**src/rtl/rr_arbiter_8.sv**
```systemverilog
// rtl/rr_arbiter_8.sv - 8-way round-robin arbiter with bounded grant tenure
module rr_arbiter_8 #(
    parameter int MAX_HOLD = 16
) (
    input  logic       clk,
    input  logic       rst_n,
    input  logic       enable,
    input  logic [7:0] req,
    output logic [7:0] grant,
    output logic [2:0] grant_id,
    output logic       grant_valid
);

    typedef enum logic {
        IDLE = 1'b0,
        BUSY = 1'b1
    } state_t;

    localparam logic [4:0] HOLD_MAX = 5'(MAX_HOLD);

    state_t     state_q, state_d;
    logic [2:0] ptr_q, ptr_d;
    logic [4:0] hold_q, hold_d;
    logic [7:0] grant_q, grant_d;
    logic [2:0] id_q, id_d;

    logic       found;
    logic [2:0] win;
    logic [2:0] idx;
    logic       release_now;

    // Priority scan starts at ptr_q and wraps naturally through 3-bit addition.
    always_comb begin
        found = 1'b0;
        win   = ptr_q;
        idx   = '0;
        for (int i = 0; i < 8; i++) begin
            idx = ptr_q + 3'(i);
            if (!found && req[idx]) begin
                found = 1'b1;
                win   = idx;
            end
        end
    end

    assign release_now = !req[id_q] || !enable || (hold_q >= HOLD_MAX);

    always_comb begin
        state_d = state_q;
        ptr_d   = ptr_q;
        hold_d  = hold_q;
        grant_d = grant_q;
        id_d    = id_q;
        case (state_q)
            IDLE: begin
                if (enable && found) begin
                    state_d = BUSY;
                    grant_d = 8'd1 << win;
                    id_d    = win;
                    hold_d  = 5'd1;
                end
            end
            BUSY: begin
                if (release_now) begin
                    state_d = IDLE;
                    grant_d = '0;
                    id_d    = '0;
                    hold_d  = '0;
                    ptr_d   = id_q + 3'd1;
                end else begin
                    hold_d  = hold_q + 5'd1;
                end
            end
            default: begin
                state_d = IDLE;
                grant_d = '0;
                id_d    = '0;
                hold_d  = '0;
            end
        endcase
    end

    always_ff @(posedge clk) begin
        if (!rst_n) begin
            state_q <= IDLE;
            ptr_q   <= '0;
            hold_q  <= '0;
            grant_q <= '0;
            id_q    <= '0;
        end else begin
            state_q <= state_d;
            ptr_q   <= ptr_d;
            hold_q  <= hold_d;
            grant_q <= grant_d;
            id_q    <= id_d;
        end
    end

    assign grant       = grant_q;
    assign grant_id    = id_q;
    assign grant_valid = (state_q == BUSY);

endmodule

```
**config.mk**
```make
export PLATFORM = sky130hd
export DESIGN_NAME = rr_arbiter_8
export DESIGN_NICKNAME = d
export VERILOG_FILES = /design/src/rtl/rr_arbiter_8.sv
export SDC_FILE = /design/constraint.sdc
export NUM_CORES = 1
export LEC_CHECK = 0
export ABC_AREA = 1
export CAP_MARGIN = 0
export CORE_UTILIZATION = 55
export DETAILED_ROUTE_END_ITERATION = 8
export PLACE_DENSITY_LB_ADDON = 0.3
export SETUP_SLACK_MARGIN = 0.1
export SLEW_MARGIN = 20
export SYNTH_ARGS = -nofsm -noshare
export SYNTH_HDL_FRONTEND = slang
export SYNTH_SLANG_ARGS = --single-unit
```
**constraint.sdc**
```tcl
create_clock -name clk -period 3.06 [get_ports clk]
set_clock_uncertainty 0.1 [all_clocks]
set_input_delay 0.612 -clock clk [delete_from_list [all_inputs] [get_ports clk]]
set_output_delay 0.612 -clock clk [all_outputs]
set_load 0.05 [all_outputs]
```
# Yosys cells after proc, flatten, opt, wreduce, memory -nomap -nowiden
# Index checks and enable logic that the tools add are counted.
[totals]
reg_bits = 20
latch_bits = 0
ramBits = 0
mem_bits_ro = 0
input_bits = 11
output_inout_bits = 12
wordCells = 94
memories = 0
[classes]
addsub = 9
n_mul = 0
div_mod_pow = 0
n_lt_le_gt_ge = 10
n_eq_ne = 2
shift = 1
muxes = 45
n_bitwise = 1
reduce_logical = 21
[ops]
columns = ["cell", "n"]
rows = [
  ["< comparator 3 x 4 -> 1 bit (second input constant)", 9],
  ["binary-select mux 1 bit (select 3 bit)", 9],
  ["2-to-1 mux 3 bit", 9],
  ["2-to-1 mux 1 bit", 19],
  ["2-to-1 mux 8 bit", 2],
  ["one-hot mux 8 bit (2 select lines)", 1],
  ["adder 3 bit (second input constant)", 4],
  ["2-to-1 mux 5 bit", 2],
  ["one-hot mux 5 bit (2 select lines)", 1],
  ["logical NOT 1 bit", 9],
  ["logical AND 1 bit", 8],
  ["left shift 1 x 3 -> 8 bit (first input constant)", 1],
  ["adder 3 x 1 -> 3 bit (second input constant)", 2],
  ["adder 3 x 2 -> 3 bit (second input constant)", 2],
  ["one-hot mux 3 bit (2 select lines)", 1],
  ["adder 5 x 1 -> 5 bit (second input constant)", 1],
  ["greater-or-equal comparator 5 bit (second input constant)", 1],
  ["AND reduction 2 bit", 2],
  ["logical OR 1 bit", 2],
  ["!= test 2 x 1 -> 1 bit (second input constant)", 1],
  ["!= test 2 bit (second input constant)", 1],
  ["one-hot mux 1 bit (2 select lines)", 1],
  ["inverter 1 bit", 1],
]

# Logic depth before layout (Yosys ltp)
# Gate-level depths: netlist (run 1).
[depth]
ltp_word = 27
mapped_depth = 21

# Least setup slack after synthesis (run 1)
# Ideal clock, no wire load.
[synth_path]
kind = "reg2reg"
start = "register ptr_q[0]"
end = "register id_q[2], in the netlist grant_id[2]"
setup_ns = 0.070
t_arrival_ns = 2.348
slack_ns = 0.542
path_stages_with_launch = 18
period_less_slack_ns = 2.518
cell_sequence = "dfxtp_1 inv_2 buf_6 ha_1 inv_2 nand3_1 nand3_1 nand2_2 nor2_4 nand4_2 nor2_4 nand2_1 o21ai_2 nor2_2 nor2_4 buf_4 nand2_1 a21oi_1"
[synth_via]
elab_chain_cells = 27
elab_cells_between_ends = 57
[synth_lines]
columns = ["element", "line_no", "source"]
rows = [
  ["from (decl)", "22", "logic [2:0] ptr_q, ptr_d;"],
  ["from (signal assigned)", "92", "ptr_q <= ptr_d;"],
  ["parallel branches: the longest is 27 deep, another holds adder 3 x 1 -> 3 bit", "n/a", ""],
  ["to (signal assigned)", "95", "id_q <= id_d;"],
  ["to (decl)", "25", "logic [2:0] id_q, id_d;"],
]
# Parallel ways; which one is timed is not known. The select of a mux whose other input is x is not followed.
# A chain may end at the register's enable or synchronous reset.

# Final worst setup path (run 1)
[layout_path]
start = "register ptr_q[0]"
end = "register grant_q[7], in the netlist grant[7]"
[layout_via]
elab_chain_cells = 27
elab_cells_between_ends = 58
[layout_lines]
columns = ["element", "line_no", "source"]
rows = [
  ["parallel branches: the longest is 27 deep, another holds adder 3 x 1 -> 3 bit", "n/a", ""],
  ["to (signal assigned)", "94", "grant_q <= grant_d;"],
  ["to (decl)", "24", "logic [7:0] grant_q, grant_d;"],
]
# Parallel ways; which one is timed is not known. The select of a mux whose other input is x is not followed.

==> summary.md, run 1 <==
| Metric | Value |
|---|---|
| Post-synthesis mux area share | 0.00607 |
| Clock sink count | 20 |
| Worst path max stage delay | 360 ps |
| Distinct cells, synth | 31 |
| Clock slew at reported path FFs | approximately 100 ps |
| Fmax | about 370 MHz |
| Min Hold Slack | 370 ps |
| Synthesized area | 1650 µm² |
| Final net count | about 320 |
| Slowest CP cell | dfxtp_1 |
| Failing checks | DRC |
| Mapped Cells | 273 |
| Max-cap violations | 0 |
| Routability cong. | 0.913 |
| Worst setup path class | flop to flop |
| Port Buffers | 22 |
| Vias in the first global route | ~1,600 |
| CTS buffer count | 3 |
| Area share of and/or/nand/nor cells after synthesis | 0.505 |
| Fin crit share | 0.882 |
| Num rows | 19 |
| Top FF cell, synth | dfxtp_1 |
| Seq/Total Area, Yosys | 0.243 |
| Drt first pass iters | 6 |
| Drt drc | 2 |
| H-Tree Depth | 1 |
| Syn Area/Cell | around 6.0 µm² |
| Initial Util | 0.588 |
| Max clock buf depth | 2 |
| Die X | around 57 µm |
| WP data arrival | around 2800 ps |
| Max Slew Vio Count | 0 |
| Critical Path Most Common Cell | nand2_1 |
| RSZ-0062 raised after global routing | false |
| Seq cells post-synth | 20 |
| Reg-to-reg startpoint | ptr_q[0]$_SDFFE_PN0P_ |
| Synth top area share | 0.243 |
| Setup bufs post-CTS | 0 |
| Hold Path Depth | 2 |
| Setup crit start kind | flop |
| R2R Setup Slk | approximately 360 ps |
| Worst Tran Pin Value | 496 ps |
| Grt ovf | 0 |
| Largest area contributor in the netlist | dfxtp_1 |
| Initial antenna violation count | 0 |
| Largest family of logic cells by synthesized area | simple AND/OR/NAND/NOR gates |
| Hold path startpoint | grant[3]$_SDFFE_PN0P_ |
| Die extent in y | ~57 µm |
| Final Setup Violations | 0 |
| Post-synth EDFFs | 0 |
| Worst path required time | approximately 3200 ps |
| PD cells | slightly above 600 nW/µm² |
| VDD IR max | 390 µV |
| Post-Synth Adder-Cell Area | 0.0303 |
| Worst Hold End | grant[3]$_SDFFE_PN0P_ |
| Asr flop ratio synth | 0 |
| First-pass GRT wire length | about 6700 µm |
| CTS tree | done |
| WL final | around 4100 µm |
| Setup TNS | 0 ps |
| Full die area | 3220 µm² |
| FF-to-FF path depth | 17 |
| Clk Latency, worst-skew pair | 300 ps |
| Synth area leaders | dfxtp_1, nand2_1, nand3_1 |
| Crit end category | flop |
| Diode count | 0 |
| Net count after synthesis | 288 |
| Core area | between 2000 and 3000 µm² |
| Via-per-instance ratio | 5.70 |
| Run status | finished, violations left |
| FF-to-FF End | grant[7]$_SDFFE_PN0P_ |
| Wire per inst | ~12 µm |
| DRT antenna net count | 0 |
| Syn. warnings | 0 |
| Largest net degree at the start of global routing | 18 |
| CP Cell Sequence | buf_4, ha_1, inv_1, nand2_1, nand2_1, nand3_1, nand2_2, nor2_4, nand4_2, nor2_4, nand2_1, o21ai_2, nor2_2, buf_4, nor2_4, nand2_1, a21oi_1 |
| Pleak | around 0.87 nW |
| Iteration-0 DRC Markers | ~120 |
| Share of cells above drive strength 1 | 0.124 |
| Cts repair resizes | 0 |
| Synth Area in Compound Gates | 0.119 |
| Post-layout minimum cycle time | ~2700 ps |
| # IOs | 23 |
| Root buffer cell | clkbuf_4 |
| Worst Hold Class | flop to flop |
| Tot GR Track Use | 0.267 |
| Final HPWL DP | approximately 3100 µm |
| Final Hold Vio Count | 0 |
| Via count | around 1,900 |
| P&R area growth vs syn | 18.1% |
| XOR/XNOR share of the synthesized area | 0.0212 |
| Max transition margin | 0.668 |
| Hold buffer count at CTS | 0 |
| Worst Path Max Fanout | 14 |
[metrics by stage]
| stage | total power (W) | std cells | util | worst slack, ps | area, µm² |
|---|---|---|---|---|---|
| after floorplan | 0.000890 | 273 | - | 542 | 1650 |
| after global placement | 0.00106 | 326 | 0.681 | 135 | 1910 |
| after detailed placement | 0.00107 | 326 | 0.681 | 94.3 | 1910 |
| after CTS | 0.00119 | 329 | 0.689 | 360 | 1930 |
| after global routing | 0.00130 | 330 | 0.694 | 111 | 1950 |
| final | 0.00120 | 330 | 0.694 | 360 | 1950 |
[worst max path at each step]
stage / start / to / slack, ps / cells after the start
3_5_place_dp: req[5] / grant[7]$_SDFFE_PN0P_ / 90 / 15
2_1_floorplan: ptr_q[0]$_SDFFE_PN0P_ / grant_id[2]$_SDFFE_PN0P_ / 540 / 17
6_report: ptr_q[0]$_SDFFE_PN0P_ / grant[7]$_SDFFE_PN0P_ / 360 / 17
5_1_grt: ptr_q[0]$_SDFFE_PN0P_ / grant[0]$_SDFFE_PN0P_ / 110 / 17
3_3_place_gp: req[5] / grant[0]$_SDFFE_PN0P_ / 140 / 15
4_1_cts: ptr_q[0]$_SDFFE_PN0P_ / grant[0]$_SDFFE_PN0P_ / 360 / 17
[power by group]
part	switching (W)	leakage (nW)	internal [W]
Combinational	0.000511	0.693	0.000242
Sequential	0.0000354	0.163	0.000291
Clock	0.0000763	0.0138	0.0000460
[synthesized netlist by cell type, types with 3 or more instances]
| cell | count |
|---|---|
| buf_4 | 3 |
| a21oi_1 | 23 |
| xor2_1 | 3 |
| nand4_1 | 7 |
| inv_1 | 13 |
| nand3_2 | 3 |
| nand3_1 | 43 |
| nor2_1 | 10 |
| ha_1 | 4 |
| nand2_1 | 103 |
| nor2_4 | 4 |
| inv_2 | 8 |
| dfxtp_1 | 20 |
| o21ai_0 | 6 |
| nand2_2 | 7 |
[final cells by class]
type | count | area (µm²)
multi-input combinational | 226 | 1140
fill | 255 | 858
sequential | 20 | 400
timing repair buffer | 28 | 265
inverter | 22 | 82.6
tap | 31 | 38.8
clock buffer | 3 | 22.5
[state kept, by name, indices dropped and copies added (netlist names)]
name and count:
hold_q 5, ptr_q 3, grant_id 3, grant_valid 1
grant 8
[logic make-up (layout without fill, tap and decap cells)]
kind of cell / after synthesis / after routing
xor gates and xnor gates: 4 / 4
AOI/OAI and AO/OA: 35 / 35
DFF: 20 / 20
buffers and inverters: 28 / 53
and+or+nand+nor: 181 / 182
adders and majority gates: 4 / 4
muxes: 1 / 1
[layer usage]
metal,track usage,wire (µm),share of wire
met1,0.371,1970,0.48
met2,0.410,1850,0.45
met3,0.0668,276,0.067
met4,0.0732,23,0.0056
met5,0,0,0
[worst max-delay path: cells and delay by family, from the launching register on]
family | cells | cell delay, ps
flip-flops | 1 | 360
AND/OR/NAND/NOR | 11 | 1230
adder cells (fa/ha/maj) | 1 | 200
buffers and inverters | 3 | 450
AO/OA/AOI/OAI | 2 | 290
[cells in the final DEF, fill, tap and decap left out]
cell type          n
nand3_1           43
mux2i_1            1
o21bai_2           1
o22ai_1            1
nand3_2            3
and2_1             1
inv_2              8
buf_4              6
clkbuf_4           3
a31oi_1            1
nand4_1            7
a21oi_1           23
a32o_1             1
nand4_2            1
ha_1               4
nand2_2            7
nand2_1          103
nor2_2             2
inv_1             13
dfxtp_1           20
o2111ai_1          1
o21ai_2            1
xnor2_1            1
clkinv_1           1
nor2_4             5
nor3_1             1
clkdlybuf4s50_1   22
nor2_1             9
xor2_1             3
o21ai_0            6
(Power assumes the default switching activity.)
==> run 2: changes to the inputs <==
--- a/config.mk
+++ b/config.mk
@@ -7,6 +7,7 @@
 export LEC_CHECK = 0
 export ABC_AREA = 1
 export CAP_MARGIN = 0
+export CORE_ASPECT_RATIO = 0.8
 export CORE_UTILIZATION = 55
 export DETAILED_ROUTE_END_ITERATION = 8
 export PLACE_DENSITY_LB_ADDON = 0.3
==> run 2 against run 1 <==
Against the previous run:
- the flow now finishes without violations
- final cell count grew 1.5%
- combinational power is essentially flat
- core utilization grew 0.16 points
- sequential power shrank 2%
- sequential share of layout area shrank 0.066 points
- register-to-register slack lost 30 ps
- flip-flop and latch count is the same
- critical path depth shrank 2
- cell area grew 0.32%
- clock power grew 38%
- die area is essentially flat
- non-clock buffer count shrank 1
- critical path type unchanged
==> summary.md, run 2 (synthesis gave the netlist of run 1 again) <==
| Metric | Value |
|---|---|
| Power share of the clock group | 0.135 (was 0.102) |
| Reg-to-reg startpoint | ptr_q[0]$_SDFFE_PN0P_ (unchanged) |
| Switch share | 0.504 (was 0.518) |
| Max FFs per register | 8 (unchanged) |
| Vias in the first global route | 1,605 (was 1,559) |
| Final HPWL DP | 3270 µm (was 3130 µm) |
| Commonest cells after routing, fill and taps aside | nand2_1, nand3_1, a21oi_1, clkdlybuf4s50_1, dfxtp_1 (unchanged) |
| Max transition margin | 0.641 (was 0.668) |
| Internal power | 0.000616 W (was 0.000579 W) |
| Net switching power figure | 0.000627 W (was 0.000623 W) |
| Root buffer cell | clkbuf_8 (was clkbuf_4) |
| Setup crit start kind | flop (unchanged) |
| Port Buffers | 22 (unchanged) |
| Worst path max stage delay | 410 ps (was 360 ps) |
| Part of the power in registers | 0.258 (was 0.272) |
| Routability cong. | 0.985 (was 0.913) |
| Critical Path Most Common Cell | nor2_4 (was nand2_1) |
| DRT antenna net count | 0 (unchanged) |
| First-pass GRT wire length | 7120 µm (was 6750 µm) |
| Fin crit share | 0.893 (was 0.882) |
| Design area | 1950 µm² (about the same) |
| RSZ-0062 raised after global routing | false (unchanged) |
| Worst Hold End | grant[0]$_SDFFE_PN0P_ (was grant[3]$_SDFFE_PN0P_) |
| PD cells | 637 nW/µm² (was 617 nW/µm²) |
| Iteration-0 DRC Markers | 137 (was 124) |
| Placed cell areas | 1910 µm² (about the same) |
| Most common cell after layout, fill and taps aside | nand2_1 (unchanged) |
| Crit end category | flop (unchanged) |
| Combinational power share | 0.607 (was 0.626) |
| Cell family with most CP delay | simple AND/OR/NAND/NOR gates (unchanged) |
| FF-to-FF path depth | 15 (was 17) |
| Full die area | 3220 µm² (about the same) |
| Final Hold Vio Count | 0 (unchanged) |
| Critical Path Source | ptr_q[0]$_SDFFE_PN0P_ (unchanged) |
| CP Buf/Inv Count | 2 (was 3) |
| Pleak | 0.870 nW (about the same) |
| Max clock buf depth | 2 (unchanged) |
| Share of cells above drive strength 1 | 0.114 (was 0.124) |
| Hold Path Depth | 2 (unchanged) |
| Via count | 1,847 (was 1,882) |
| R2R Setup Slk | 330 ps (was 360 ps) |
| Slowest CP cell | ha_1 (was dfxtp_1) |
| Hold path startpoint | grant[0]$_SDFFE_PN0P_ (was grant[3]$_SDFFE_PN0P_) |
| Tot GR Track Use | 0.279 (was 0.267) |
| Worst Tran Pin Value | 538 ps (was 496 ps) |
| CP Cell Sequence | inv_2, ha_1, inv_2, nand3_1, nand3_1, nand2_2, nor2_4, nand4_2, nor2_4, nand2_1, o21ai_2, nor2_2, nor2_4, nand2_1, a21oi_1 (was buf_4, ha_1, inv_1, nand2_1, nand2_1, nand3_1, nand2_2, nor2_4, nand4_2, nor2_4, nand2_1, o21ai_2, nor2_2, buf_4, nor2_4, nand2_1, a21oi_1) |
| Final net count | 314 (was 316) |
| Setup WS post-layout | 328 ps (was 360 ps) |
| Drt drc | 0 (was 2) |
| Initial Util | 0.587 (was 0.588) |
| Final Setup Violations | 0 (unchanged) |
| CTS tree | done (unchanged) |
| CTS buffer count | 3 (unchanged) |
| Initial antenna violation count | 0 (unchanged) |
| Wire per inst | 12.5 µm (about the same) |
| Max-cap violations | 0 (unchanged) |
| Run status | completed (was finished, violations left) |
| WL final | 4180 µm (was 4110 µm) |
| Fmax | 366 MHz (was 370 MHz) |
| P&R area growth vs syn | 18.4% (was 18.1%) |
| Die X | 63.2 µm (was 56.8 µm) |
| Worst path required time | 3140 ps (was 3190 ps) |
| Largest net degree at the start of global routing | 18 (unchanged) |
| Worst setup path class | flop to flop (unchanged) |
| Post-layout minimum cycle time | 2730 ps (was 2700 ps) |
| Hold buffer count at CTS | 0 (unchanged) |
| Via-per-instance ratio | 5.51 (was 5.70) |
| # IOs | 23 (unchanged) |
| Clk Latency, worst-skew pair | 260 ps (was 300 ps) |
| Clock slew at reported path FFs | 70 ps (was 100 ps) |
| Diode count | 0 (unchanged) |
| Pre-CTS setup slack | 119 ps (was 94.3 ps) |
| Setup bufs post-CTS | 0 (unchanged) |
| Max Slew Vio Count | 0 (unchanged) |
| Num rows | 17 (was 19) |
| Die extent in y | 51.0 µm (was 56.8 µm) |
| Grt ovf | 0 (unchanged) |
| Clock sink count | 20 (unchanged) |
| H-Tree Depth | 1 (unchanged) |
| WP data arrival | 2810 ps (was 2830 ps) |
| Worst Hold Class | flop to flop (unchanged) |
| Worst Path Max Fanout | 13 (was 14) |
| Setup TNS | 0 ps (unchanged) |
| Core area | 2810 µm² (about the same) |
| Drt first pass iters | 4 (was 6) |
| VDD IR max | 325 µV (was 390 µV) |
| FF-to-FF End | grant[3]$_SDFFE_PN0P_ (was grant[7]$_SDFFE_PN0P_) |
| Cts repair resizes | 0 (unchanged) |
run 2: cell type report:
type / instances / area (µm²)
tap: 38 / 47.5
multi-input combinational: 225 / 1120
timing repair buffer: 27 / 258
fill: 257 / 855
sequential: 20 / 400
clock buffer: 3 / 41.3
inverter: 22 / 82.6
run 2: worst register-to-register path: stages, from the launching register on:
cell and delay, ps:
dfxtp_1 340, inv_2 40, ha_1 410, inv_2 180, nand3_1 130, nand3_1 110
nand2_2 120, nor2_4 140, nand4_2 120, nor2_4 130, nand2_1 70, o21ai_2 160
nor2_2 140, nor2_4 230, nand2_1 90, a21oi_1 140
run 2: per-stage QoR:
stage,util,hold slack [ps],std cells,power [W]
finish,0.696,366,335,0.00124
detailed placement,0.681,357,332,0.00107
global placement,0.681,353,332,0.00106
global route,0.696,379,335,0.00134
CTS,0.696,368,335,0.00123
floorplan,-,340,273,0.000890
run 2: metal layers:
metal  share of wire  vias to the layer above  global-route usage
met5               0                        -                   0
met4          0.0081                        0              0.0644
met3           0.085                        7              0.0737
met2            0.41                       82               0.419
met1            0.49                      802               0.397
li1                -                      956                   -
run 2: how the worst max path moves through the flow:
stage	end	cells past startpoint
2_1_floorplan	grant_id[2]$_SDFFE_PN0P_	17
3_3_place_gp	grant[0]$_SDFFE_PN0P_	16
3_5_place_dp	grant[3]$_SDFFE_PN0P_	14
4_1_cts	grant[3]$_SDFFE_PN0P_	15
5_1_grt	grant[2]$_SDFFE_PN0P_	18
6_report	grant[3]$_SDFFE_PN0P_	15
run 2: power by group through the flow:
stage	logic, W	registers (W)	clock network, W
finish	0.000755	0.000321	0.000168
global placement	0.000730	0.000326	0
floorplan	0.000484	0.000405	0
global route	0.000834	0.000326	0.000181
CTS	0.000743	0.000321	0.000171
detailed placement	0.000739	0.000326	0
==> run 3: changes to the inputs <==
--- a/config.mk
+++ b/config.mk
@@ -7,8 +7,10 @@
 export LEC_CHECK = 0
 export ABC_AREA = 1
 export CAP_MARGIN = 0
+export CELL_PAD_IN_SITES_DETAIL_PLACEMENT = 1
+export CELL_PAD_IN_SITES_GLOBAL_PLACEMENT = 1
 export CORE_ASPECT_RATIO = 0.8
-export CORE_UTILIZATION = 55
+export CORE_UTILIZATION = 38
 export DETAILED_ROUTE_END_ITERATION = 8
 export PLACE_DENSITY_LB_ADDON = 0.3
 export SETUP_SLACK_MARGIN = 0.1
==> run 3 against run 2 <==
Against the previous run:
- worst hold slack improved by 3.3 ps
- power grew 3.3%
- global-route usage shrank 4.7 points
- first-iteration DRC count down 40%
- flip-flop and latch count stayed put
- critical path type is now input port to flop
- critical endpoint is now grant[4]$_SDFFE_PN0P_
==> summary.md, run 3 (synthesis gave the netlist of run 1 again) <==
| Metric | Value |
|---|---|
| Commonest cells after routing, fill and taps aside | nand2_1, nand3_1, a21oi_1, clkdlybuf4s50_1, dfxtp_1 (unchanged) |
| Vias in the first global route | 1,697 (was 1,605) |
| Crit end category | flop (unchanged) |
| Grt ovf | 0 (unchanged) |
| Tot GR Track Use | 0.232 (was 0.279) |
| Core area | 4180 µm² (was 2810 µm²) |
| Combinational power share | 0.613 (was 0.607) |
| Worst Hold Class | flop to flop (unchanged) |
| Die extent in y | 60.9 µm (was 51.0 µm) |
| Iteration-0 DRC Markers | 82 (was 137) |
| Max FFs per register | 8 (unchanged) |
| Largest net degree at the start of global routing | 18 (unchanged) |
| Routability cong. | 0.849 (was 0.985) |
| Root buffer cell | clkbuf_8 (unchanged) |
| Setup bufs post-CTS | 0 (unchanged) |
| Final net count | 313 (was 314) |
| CTS tree | done (unchanged) |
| Die X | 75.7 µm (was 63.2 µm) |
| # IOs | 23 (unchanged) |
| Min Hold Slack | 369 ps (was 366 ps) |
| Final HPWL DP | 4020 µm (was 3270 µm) |
| Max-cap violations | 0 (unchanged) |
| P&R area growth vs syn | 21.2% (was 18.4%) |
| Via-per-instance ratio | 5.30 (was 5.51) |
| Clk Latency, worst-skew pair | 250 ps (was 260 ps) |
| Fin crit share | 0.901 (was 0.893) |
| PD cells | 643 nW/µm² (was 637 nW/µm²) |
| FILL cells | 583 (was 257) |
| Worst Tran Pin Value | 507 ps (was 538 ps) |
| Power share of the clock group | 0.133 (was 0.135) |
| Num rows | 21 (was 17) |
| CTS buffer count | 3 (unchanged) |
| WL final | 4910 µm (was 4180 µm) |
| Full die area | 4610 µm² (was 3220 µm²) |
| Max Slew Vio Count | 0 (unchanged) |
| Fmax | 363 MHz (was 366 MHz) |
| Pleak | 0.868 nW (was 0.870 nW) |
| Initial antenna violation count | 0 (unchanged) |
| FF/Latch Area | 400 µm² (unchanged) |
| Area of the multi-input gates | 1140 µm² (was 1120 µm²) |
| Post-layout minimum cycle time | 2760 ps (was 2730 ps) |
| Final Setup Violations | 0 (unchanged) |
| Most common cell after layout, fill and taps aside | nand2_1 (unchanged) |
| Setup crit start kind | input port (was flop) |
| Wire per inst | 13.9 µm (was 12.5 µm) |
| Drt first pass iters | 4 (unchanged) |
| H-Tree Depth | 1 (unchanged) |
| Final Util | 0.478 (was 0.696) |
| RSZ-0062 raised after global routing | false (unchanged) |
| Initial Util | 0.395 (was 0.587) |
| Part of the power in registers | 0.254 (was 0.258) |
| Switch share | 0.514 (was 0.504) |
| Clock sink count | 20 (unchanged) |
| Share of cells above drive strength 1 | 0.132 (was 0.114) |
| Final Hold Vio Count | 0 (unchanged) |
| Max transition margin | 0.661 (was 0.641) |
| Worst setup path class | input port to flop (was flop to flop) |
| Diode count | 0 (unchanged) |
| Max clock buf depth | 2 (unchanged) |
| Worst Path Max Fanout | 13 (unchanged) |
| Net switching power figure | 0.000660 W (was 0.000627 W) |
| Setup TNS | 0 ps (unchanged) |
| First-pass GRT wire length | 8120 µm (was 7120 µm) |
| Worst path required time | 3130 ps (was 3140 ps) |
| Internal power | 0.000624 W (was 0.000616 W) |
| Clock slew at reported path FFs | 70 ps (about the same) |
| WP data arrival | 2830 ps (was 2810 ps) |
| Run status | completed (unchanged) |
| Drt drc | 0 (unchanged) |
| DRT antenna net count | 0 (unchanged) |
| Port Buffers | 22 (unchanged) |
| VDD IR max | 231 µV (was 325 µV) |
| Via count | 1,870 (was 1,847) |
==> run 3: final timing paths <==
kind	endpoint	cells after the start	slack [ps]	from
worst max-delay path	grant[4]$_SDFFE_PN0P_	14	300	req[2]
worst min register to register	grant[2]$_SDFFE_PN0P_	2	370	grant[2]$_SDFFE_PN0P_
worst max register to register	grant[4]$_SDFFE_PN0P_	14	310	ptr_q[1]$_SDFFE_PN0P_
worst min-delay path	grant[2]$_SDFFE_PN0P_	2	370	grant[2]$_SDFFE_PN0P_
==> run 3: through the flow <==
| stage | power [W] | setup slack (ps) | area, µm² | std cells |
|---|---|---|---|---|
| after global routing | 0.00140 | 105 | 2000 | 353 |
| after global placement | 0.00107 | 13.1 | 1930 | 350 |
| after floorplan | 0.000890 | 542 | 1650 | 273 |
| after CTS | 0.00126 | 195 | 1970 | 353 |
| final | 0.00128 | 303 | 2000 | 353 |
| after detailed placement | 0.00109 | -30.5 | 1930 | 350 |
==> run 3: area by class of cell <==
| class | instances | area share |
|---|---|---|
| Tap cell | 57 | 0.0357 |
| Sequential cell | 20 | 0.200 |
| Timing Repair Buffer | 26 | 0.127 |
| Clock buffer | 3 | 0.0207 |
| Multi-Input combinational cell | 225 | 0.572 |
| Inverter | 22 | 0.0438 |
==> run 3: power by group through the flow <==
stage	sequential, W	combinational, W	clock (W)
after global routing	0.000330	0.000877	0.000189
after CTS	0.000325	0.000764	0.000175
final	0.000326	0.000787	0.000171
after global placement	0.000328	0.000745	0
after floorplan	0.000405	0.000484	0
after detailed placement	0.000330	0.000761	0
==> run 3: per-layer routing <==
metal,vias to the layer above,wire (µm),track usage,part of all wire
li1,955,-,-,-
met2,29,2180,0.369,0.44
met3,2,128,0.0382,0.026
met5,-,0,0,0
met4,0,20,0.0291,0.0041
met1,884,2580,0.340,0.53
==> run 3: worst max-delay path, cell delays in order <==
cell             delay [ps]
clkdlybuf4s50_1         450
nand2_1                 110
nand3_1                 110
nand3_1                 120
nand2_2                 110
nor2_4                  160
nand4_2                 130
nor2_4                  130
nand2_1                  70
o21ai_2                 200
nor2_4                  110
nor2_4                  240
nand2_1                  80
a21oi_1                 180
==> run 3: what timing repair did <==
action / CTS / global route
gates resized for setup: 0 / 11
setup endpoints to repair: 0 / 12
hold buffers: 0 / 0
